`src/rtl/gmii_pkg.sv`:
```
// Shared types and constants for the GMII TX shim.
package gmii_pkg;

  localparam int GMII_DW    = 8;
  localparam int LINK_BIT   = 0;
  localparam int STAGES_MIN = 1;
  localparam int STAGES_MAX = 4;

  typedef enum logic [1:0] {
    ST_WAIT = 2'd0,
    ST_IDLE = 2'd1,
    ST_PASS = 2'd2,
    ST_DROP = 2'd3
  } tx_state_e;

  function automatic logic stages_legal(input int s);
    return (s >= STAGES_MIN) && (s <= STAGES_MAX);
  endfunction

endpackage

```
`src/rtl/gmii_sat_counter.sv`:
```
// Saturating event counter; a clear wins over a same-cycle increment.
module gmii_sat_counter #(
  parameter int CNT_W = 16
) (
  input  logic             userclk2,
  input  logic             sys0_rst,
  input  logic             inc_i,
  input  logic             clr_i,
  output logic [CNT_W-1:0] cnt_o
);

  logic [CNT_W-1:0] cnt_q, cnt_d;

  always_comb begin
    cnt_d = cnt_q;
    if (clr_i) begin
      cnt_d = '0;
    end else if (inc_i && (cnt_q != '1)) begin
      cnt_d = cnt_q + 1'b1;
    end
  end

  always_ff @(posedge userclk2 or posedge sys0_rst) begin
    if (sys0_rst) begin
      cnt_q <= '0;
    end else begin
      cnt_q <= cnt_d;
    end
  end

  assign cnt_o = cnt_q;

endmodule

```
`src/rtl/gmii_tx_shim.sv`:
```
// MAC-to-PCS GMII TX shim: whole-frame gating, STAGES-deep retiming,
// registered PCS status with sticky bits, frame and link-drop statistics.
module gmii_tx_shim
  import gmii_pkg::*;
#(
  parameter int STAGES = 1,
  parameter int DW     = GMII_DW,
  parameter int SV_W   = 16,
  parameter int CNT_W  = 16
) (
  input  logic             userclk2,
  input  logic             sys0_rst,
  input  logic [DW-1:0]    in_txd,
  input  logic             in_tx_en,
  input  logic             in_tx_er,
  input  logic             gmii_isolate,
  input  logic             tx_enable,
  input  logic             cnt_clr,
  input  logic             sticky_clr,
  output logic [DW-1:0]    out_txd,
  output logic             out_tx_en,
  output logic             out_tx_er,
  input  logic [SV_W-1:0]  status_vector,
  output logic [SV_W-1:0]  status_reg,
  output logic             status_any,
  output logic [SV_W-1:0]  status_sticky,
  output logic [CNT_W-1:0] frame_cnt,
  output logic [CNT_W-1:0] err_cnt,
  output logic [CNT_W-1:0] drop_cnt,
  output logic [CNT_W-1:0] link_fall_cnt
);

  localparam int PW = DW + 2;

  if (!stages_legal(STAGES)) begin : g_bad_stages
    $error("gmii_tx_shim: STAGES must be within 1..4");
  end

  tx_state_e state_q, state_d;
  logic      gate_open, fwd, drop_inc, frame_inc, err_inc;
  logic      err_seen_q, err_seen_d;

  assign gate_open = tx_enable & ~gmii_isolate;

  always_ff @(posedge userclk2 or posedge sys0_rst) begin
    if (sys0_rst) begin
      state_q <= ST_WAIT;
    end else begin
      state_q <= state_d;
    end
  end

  // Gate is only sampled on the first cycle of a frame; later changes wait for the frame end.
  always_comb begin
    state_d = state_q;
    case (state_q)
      ST_WAIT: if (!in_tx_en) state_d = ST_IDLE;
      ST_IDLE: if (in_tx_en) state_d = gate_open ? ST_PASS : ST_DROP;
      ST_PASS: if (!in_tx_en) state_d = ST_IDLE;
      ST_DROP: if (!in_tx_en) state_d = ST_IDLE;
      default: state_d = ST_WAIT;
    endcase
  end

  always_comb begin
    fwd       = 1'b0;
    drop_inc  = 1'b0;
    frame_inc = 1'b0;
    case (state_q)
      ST_IDLE: begin
        fwd      = in_tx_en & gate_open;
        drop_inc = in_tx_en & ~gate_open;
      end
      ST_PASS: begin
        fwd       = in_tx_en;
        frame_inc = ~in_tx_en;
      end
      default: ;
    endcase
  end

  assign err_inc = frame_inc & err_seen_q;

  always_comb begin
    err_seen_d = err_seen_q | (fwd & in_tx_er);
    if (frame_inc) begin
      err_seen_d = 1'b0;
    end
  end

  always_ff @(posedge userclk2 or posedge sys0_rst) begin
    if (sys0_rst) begin
      err_seen_q <= 1'b0;
    end else begin
      err_seen_q <= err_seen_d;
    end
  end

  // tx_er outside a forwarded frame is squashed along with data and enable.
  logic [PW-1:0] stage0;
  logic [PW-1:0] pipe_q [STAGES];

  assign stage0 = fwd ? {in_txd, in_tx_en, in_tx_er} : '0;

  always_ff @(posedge userclk2 or posedge sys0_rst) begin
    if (sys0_rst) begin
      for (int i = 0; i < STAGES; i++) pipe_q[i] <= '0;
    end else begin
      pipe_q[0] <= stage0;
      for (int i = 1; i < STAGES; i++) pipe_q[i] <= pipe_q[i-1];
    end
  end

  assign {out_txd, out_tx_en, out_tx_er} = pipe_q[STAGES-1];

  logic [SV_W-1:0] status_reg_q, status_sticky_q;
  logic            link_fall;

  // Fall is seen on the edge where status_reg itself drops.
  assign link_fall = status_reg_q[LINK_BIT] & ~status_vector[LINK_BIT];

  always_ff @(posedge userclk2 or posedge sys0_rst) begin
    if (sys0_rst) begin
      status_reg_q    <= '0;
      status_sticky_q <= '0;
    end else begin
      status_reg_q    <= status_vector;
      status_sticky_q <= sticky_clr ? status_reg_q : (status_sticky_q | status_reg_q);
    end
  end

  assign status_reg    = status_reg_q;
  assign status_any    = |status_reg_q;
  assign status_sticky = status_sticky_q;

  gmii_sat_counter #(.CNT_W(CNT_W)) u_frame_cnt (
    .userclk2 (userclk2), .sys0_rst (sys0_rst),
    .inc_i    (frame_inc), .clr_i   (cnt_clr), .cnt_o (frame_cnt)
  );

  gmii_sat_counter #(.CNT_W(CNT_W)) u_err_cnt (
    .userclk2 (userclk2), .sys0_rst (sys0_rst),
    .inc_i    (err_inc),   .clr_i   (cnt_clr), .cnt_o (err_cnt)
  );

  gmii_sat_counter #(.CNT_W(CNT_W)) u_drop_cnt (
    .userclk2 (userclk2), .sys0_rst (sys0_rst),
    .inc_i    (drop_inc),  .clr_i   (cnt_clr), .cnt_o (drop_cnt)
  );

  gmii_sat_counter #(.CNT_W(CNT_W)) u_link_fall_cnt (
    .userclk2 (userclk2), .sys0_rst (sys0_rst),
    .inc_i    (link_fall), .clr_i   (cnt_clr), .cnt_o (link_fall_cnt)
  );

endmodule

```
`config.mk`:
```
export PLATFORM = sky130hd
export DESIGN_NAME = gmii_tx_shim
export DESIGN_NICKNAME = d
export VERILOG_FILES = /design/src/rtl/gmii_pkg.sv /design/src/rtl/gmii_sat_counter.sv /design/src/rtl/gmii_tx_shim.sv
export SDC_FILE = /design/constraint.sdc
export NUM_CORES = 1
export LEC_CHECK = 0
export BUFFER_PORTS_ARGS = -buffer_cell sky130_fd_sc_hd__buf_2
export CAP_MARGIN = 30
export CORE_ASPECT_RATIO = 0.7
export CORE_MARGIN = 1
export CORE_UTILIZATION = 51
export CTS_CLUSTER_DIAMETER = 50
export DETAILED_ROUTE_END_ITERATION = 16
export GPL_TIMING_DRIVEN = 0
export PLACE_DENSITY = 0.83
export SLEW_MARGIN = 20
export SYNTH_ARGS = -nofsm -noshare
export SYNTH_HDL_FRONTEND = slang
export SYNTH_SLANG_ARGS = --single-unit
```
`constraint.sdc`:
```
create_clock -name userclk2 -period 10.5 [get_ports userclk2]
set_input_delay 1.575 -clock userclk2 [delete_from_list [all_inputs] [get_ports userclk2]]
set_output_delay 1.575 -clock userclk2 [all_outputs]
set_load 0.05 [all_outputs]
```
Word-level counts from Yosys, hierarchy flattened. Index checks and enable logic that the tools add are counted.

Output and inout port bits: 107. Flip-flop bits (word level): 109.

Bitwise gates (word level): 12. Mux-type cells: 18. Reduce and logical (&&, ||, !) cells: 12. Equal/unequal tests: 9. Add/sub/neg operators: 4.

Operators with widths (count): two-way mux 16 bit (9); adder 16 x 1 -> 16 bit (second input constant) (4); inequality test 16 bit (second input constant) (4); bitwise OR 16 bit (1); OR reduction 16 bit (1); two-way mux 10 bit (1); nonzero test 2 bit (4); bitwise AND 1 bit (6); equality test 2 bit (second input constant) (2); logical AND 1 bit (4); two-way mux 1 bit (4); two-way mux 2 bit (2); inequality test 2 bit (second input constant) (2); NOT 1 bit (4); case mux 2 bit (2 select lines) (1); OR reduction 3 bit (1); equality test 2 x 1 -> 1 bit (second input constant) (1); logical NOT 2 bit (1); case mux 1 bit (2 select lines) (1); AND reduction 2 bit (1); bitwise OR 1 bit (1).

Logic depth before layout (Yosys ltp).
Depth after elaboration: 8. Depth in mapped cells: 8. Mapped depth without buffers: 7.

Hierarchy. Synthesis repeated with hierarchy kept, for this count alone.

Cell total of the unflattened synthesis: 508. Area, all modules: 5252.5 um^2.

By module, submodules not included: gmii_sat_counter (area an instance 932.1 um^2, times used 4, cells an instance 101, sequential area each 400.4 um^2); gmii_tx_shim (area an instance 1524.0 um^2, times used 1, cells an instance 104, sequential area each 1126.1 um^2).

Worst setup path after synthesis. No wires, ideal clock.

Path kind: register -> output. Start point: register status_reg_q[3], in the netlist status_reg[3]. End point: output port status_any. Buffers on the path: 0. Data arrival time: 1.393 ns. Slack: 7.532 ns. Stages on the path, launching flop included: 3. Cells stage by stage: dfrtp_1 nor4_1 nand4_1.

Cells in the longest elaborated chain, start to end: 1.

RTL lines: start: declaration (line gmii_tx_shim.sv:116) `logic [SV_W-1:0] status_reg_q, status_sticky_q;`; start signal: assignment (line gmii_tx_shim.sv:127) `status_reg_q <= status_vector;`; OR reduction 16 bit (line gmii_tx_shim.sv:133) `assign status_any = |status_reg_q;`; end: declaration (line gmii_tx_shim.sv:25) `output logic status_any,`.

No other way between the ends.

Worst setup path in the final report.
Start point: register status_reg_q[11], in the netlist status_reg[11]. End point: output port status_any.

Same word-level chain as after synthesis.

==> impl_metrics.json <==
{
  "viasPerCell": 5.50,
  "grt_pass1_wl_mm": 18.8,
  "synthArstFlopShare": 1.00,
  "final_cells": 728,
  "synth_top_area_share": 0.561,
  "finalPower_mw": 0.942,
  "holdCritStartpoint": "status_sticky[12]",
  "slew_headroom": 0.484,
  "fin_area_um2": 6070,
  "synth_area_um2": 4860,
  "post_cts_buffers": 0,
  "path_class": "reg -> out",
  "power.leakage_nw": 2.96,
  "worst_setup_path_end_kind": "output pin",
  "clock_skew_ps": 3.78,
  "final_nets": 638,
  "hpwlAfterDp_mm": 8.40,
  "hold_depth": 1,
  "io_pins": 139,
  "status": "completed",
  "multi_input_area_um2": 2050,
  "synthCells": 449,
  "h-tree-depth": 3,
  "ctsResizeCount": 0,
  "rows": 29,
  "regArea_um2": 2730,
  "holdPathEnd": "status_sticky[12]",
  "synth_area_per_cell_um2": 10.8,
  "dp_cells": 712,
  "cts_buffers": 9,
  "crit_arrival_ps": 1590,
  "fmax_mhz": 316,
  "tightestPinTransition_ps": 763,
  "synthFlopType": "dfrtp_1",
  "n_antenna_cell": 0,
  "fin_util": 0.663,
  "ys_top_cells_by_area": "dfrtp_1 56%, xnor2_1 5.0%, nor2_1 4.9%, xor2_1 4.3%, a21o_1 2.5%",
  "hold-worst-slack_ps": 476,
  "cp.required_ps": 8930,
  "hold_class": "reg -> reg",
  "area_growth_syn_to_layout_pct": 24.7,
  "die_h_um": 83.7,
  "cts.path.max_buffers": 2,
  "grt_setup_unrepaired": "no",
  "die_area_um2": 9940,
  "die_w_um": 119,
  "dp_slack_ps": 7300,
  "post_dp_cell_area_um2": 5740,
  "synth_warnings": 0,
  "syn_nets": 488,
  "drt-total-wl_mm": 11.4,
  "fill_cells": 730,
  "drt_first_pass_iters": 4,
  "numClockSinks": 109,
  "finalSetupViolations": 0,
  "cts_tree": "done",
  "vias": 4001,
  "period_needed_ps": 3160,
  "synth-seq-cells": 109,
  "grtUsageTotal": 0.241,
  "max_cap_violations": 0,
  "vdd_drop_max_mv": 0.0976,
  "cts-root-buf": "clkbuf_16",
  "hold_buffers": 0,
  "drv_slew": 0,
  "r2r_slack_ps": 8320,
  "p_per_area_nw_per_um2": 155,
  "path_clk_slew_ps": 80,
  "critical_path.max_fanout": 3,
  "drc_errors": 0,
  "io_buffers": 138,
  "r2r-start": "state_q[1]",
  "ys_seq_area_frac": 0.561,
  "period_share": 0.301,
  "setup_ws_ps": 7340,
  "reg2regPathDepth": 7,
  "r2r-end": "u_drop_cnt.cnt_o[14]",
  "setup_tns_ps": 0,
  "grt_max_degree": 76,
  "synth.largest_area_cell": "dfrtp_1",
  "drtAntennaViolNets": 0,
  "start_util": 0.532,
  "drive_above_1_share": 0.281,
  "wire_per_inst_um": 15.7,
  "grt_antenna_before_repair": 0,
  "core_area_um2": 9140,
  "synth_edf_count": 0,
  "finalHoldViolCount": 0,
  "synth_cell_types": 51,
  "clk_latency_ps": 340,
  "worstSetupStartpointType": "flop",
  "grt_overflow": 0,
  "gp_congestion": 0.833,
  "grt_pass1_vias": 3857,
  "dr.first_iter.drc_count": 173
}
-- cells in the mapped netlist, drive strengths merged (3+ instances only) --
master  count
a211oi      4
a21o       16
a21oi       9
and2       13
and3       12
and4        7
buf         4
clkbuf     10
dfrtp     109
ha          7
inv         7
mux2i       4
nand2      18
nand3      19
nand4      20
nor2       63
nor2b       3
nor3       16
nor4       12
nor4b       5
o211ai      4
o21ai       9
or3         3
xnor2      28
xor2       24
-- critical path, cell delays in order (launching register included) --
cell and delay (ps):
dfrtp_1 400, nor4_1 450, nand4_1 160, buf_2 240
-- how the worst max path moves through the flow --
stage / startpoint / to / cells after the start
detailed placement: in_tx_en / u_err_cnt.cnt_o[7] / 7
global route: status_reg[11] / status_any / 3
CTS: status_reg[11] / status_any / 3
global placement: sys0_rst / u_err_cnt.cnt_o[2] / 2
finish: status_reg[11] / status_any / 3
floorplan: sys0_rst / err_seen_q / 1
-- cell families (layout without fill, tap and decap cells) --
logic type | count (synthesis) | count (layout) | synth area share
AO/OA/AOI/OAI | 49 | 49 | 0.0676
XOR/XNOR | 52 | 52 | 0.0936
buffers and inverters | 21 | 176 | 0.0172
adder cells (fa/ha/maj) | 7 | 7 | 0.0180
AND/OR/NAND/NOR | 206 | 206 | 0.232
multiplexers | 5 | 5 | 0.0105
flip-flops | 109 | 109 | 0.561
-- per-layer routing --
metal  GRT usage  vias to the layer above  wire length [um]
met5           0                        -                 0
met4      0.0610                        0                72
met3      0.0601                        8               691
met2       0.404                      164              5450
met1       0.314                     1944              5230
li1            -                     1885                 -
-- power by group --
| group | switching (mW) | leakage (nW) | internal (mW) | total (mW) |
|---|---|---|---|---|
| sequential | 0.0135 | 1.42 | 0.438 | 0.451 |
| combinational | 0.0976 | 1.37 | 0.0352 | 0.133 |
| clock | 0.164 | 0.159 | 0.194 | 0.358 |
| total | 0.275 | 2.96 | 0.667 | 0.942 |
-- cells in the final DEF, fill, tap and decap left out, types with 6 or more instances in the layout --
cell	Yosys	routed
buf_2	4	142
dfrtp_1	109	109
nor2_1	63	63
xnor2_1	28	28
xor2_1	24	24
nand4_1	19	19
nand3_1	18	18
nand2_1	17	17
a21o_1	16	16
nor3_1	15	15
and2_1	13	13
nor4_1	12	12
and3_1	12	12
clkbuf_1	10	10
a21oi_1	9	9
clkbuf_16	0	9
o21ai_0	8	8
and4_1	7	7
ha_1	7	7
inv_1	7	6
-- final cells by class --
| class | instances | share of cell area |
|---|---|---|
| buffer | 14 | 0.00949 |
| clock buffer | 9 | 0.0371 |
| clock inverter | 7 | 0.0161 |
| inverter | 7 | 0.00516 |
| multi-input combinational | 319 | 0.338 |
| sequential | 109 | 0.450 |
| tap | 124 | 0.0256 |
| timing repair buffer | 139 | 0.118 |
Note: power is estimated with default switching activity, not from simulation.
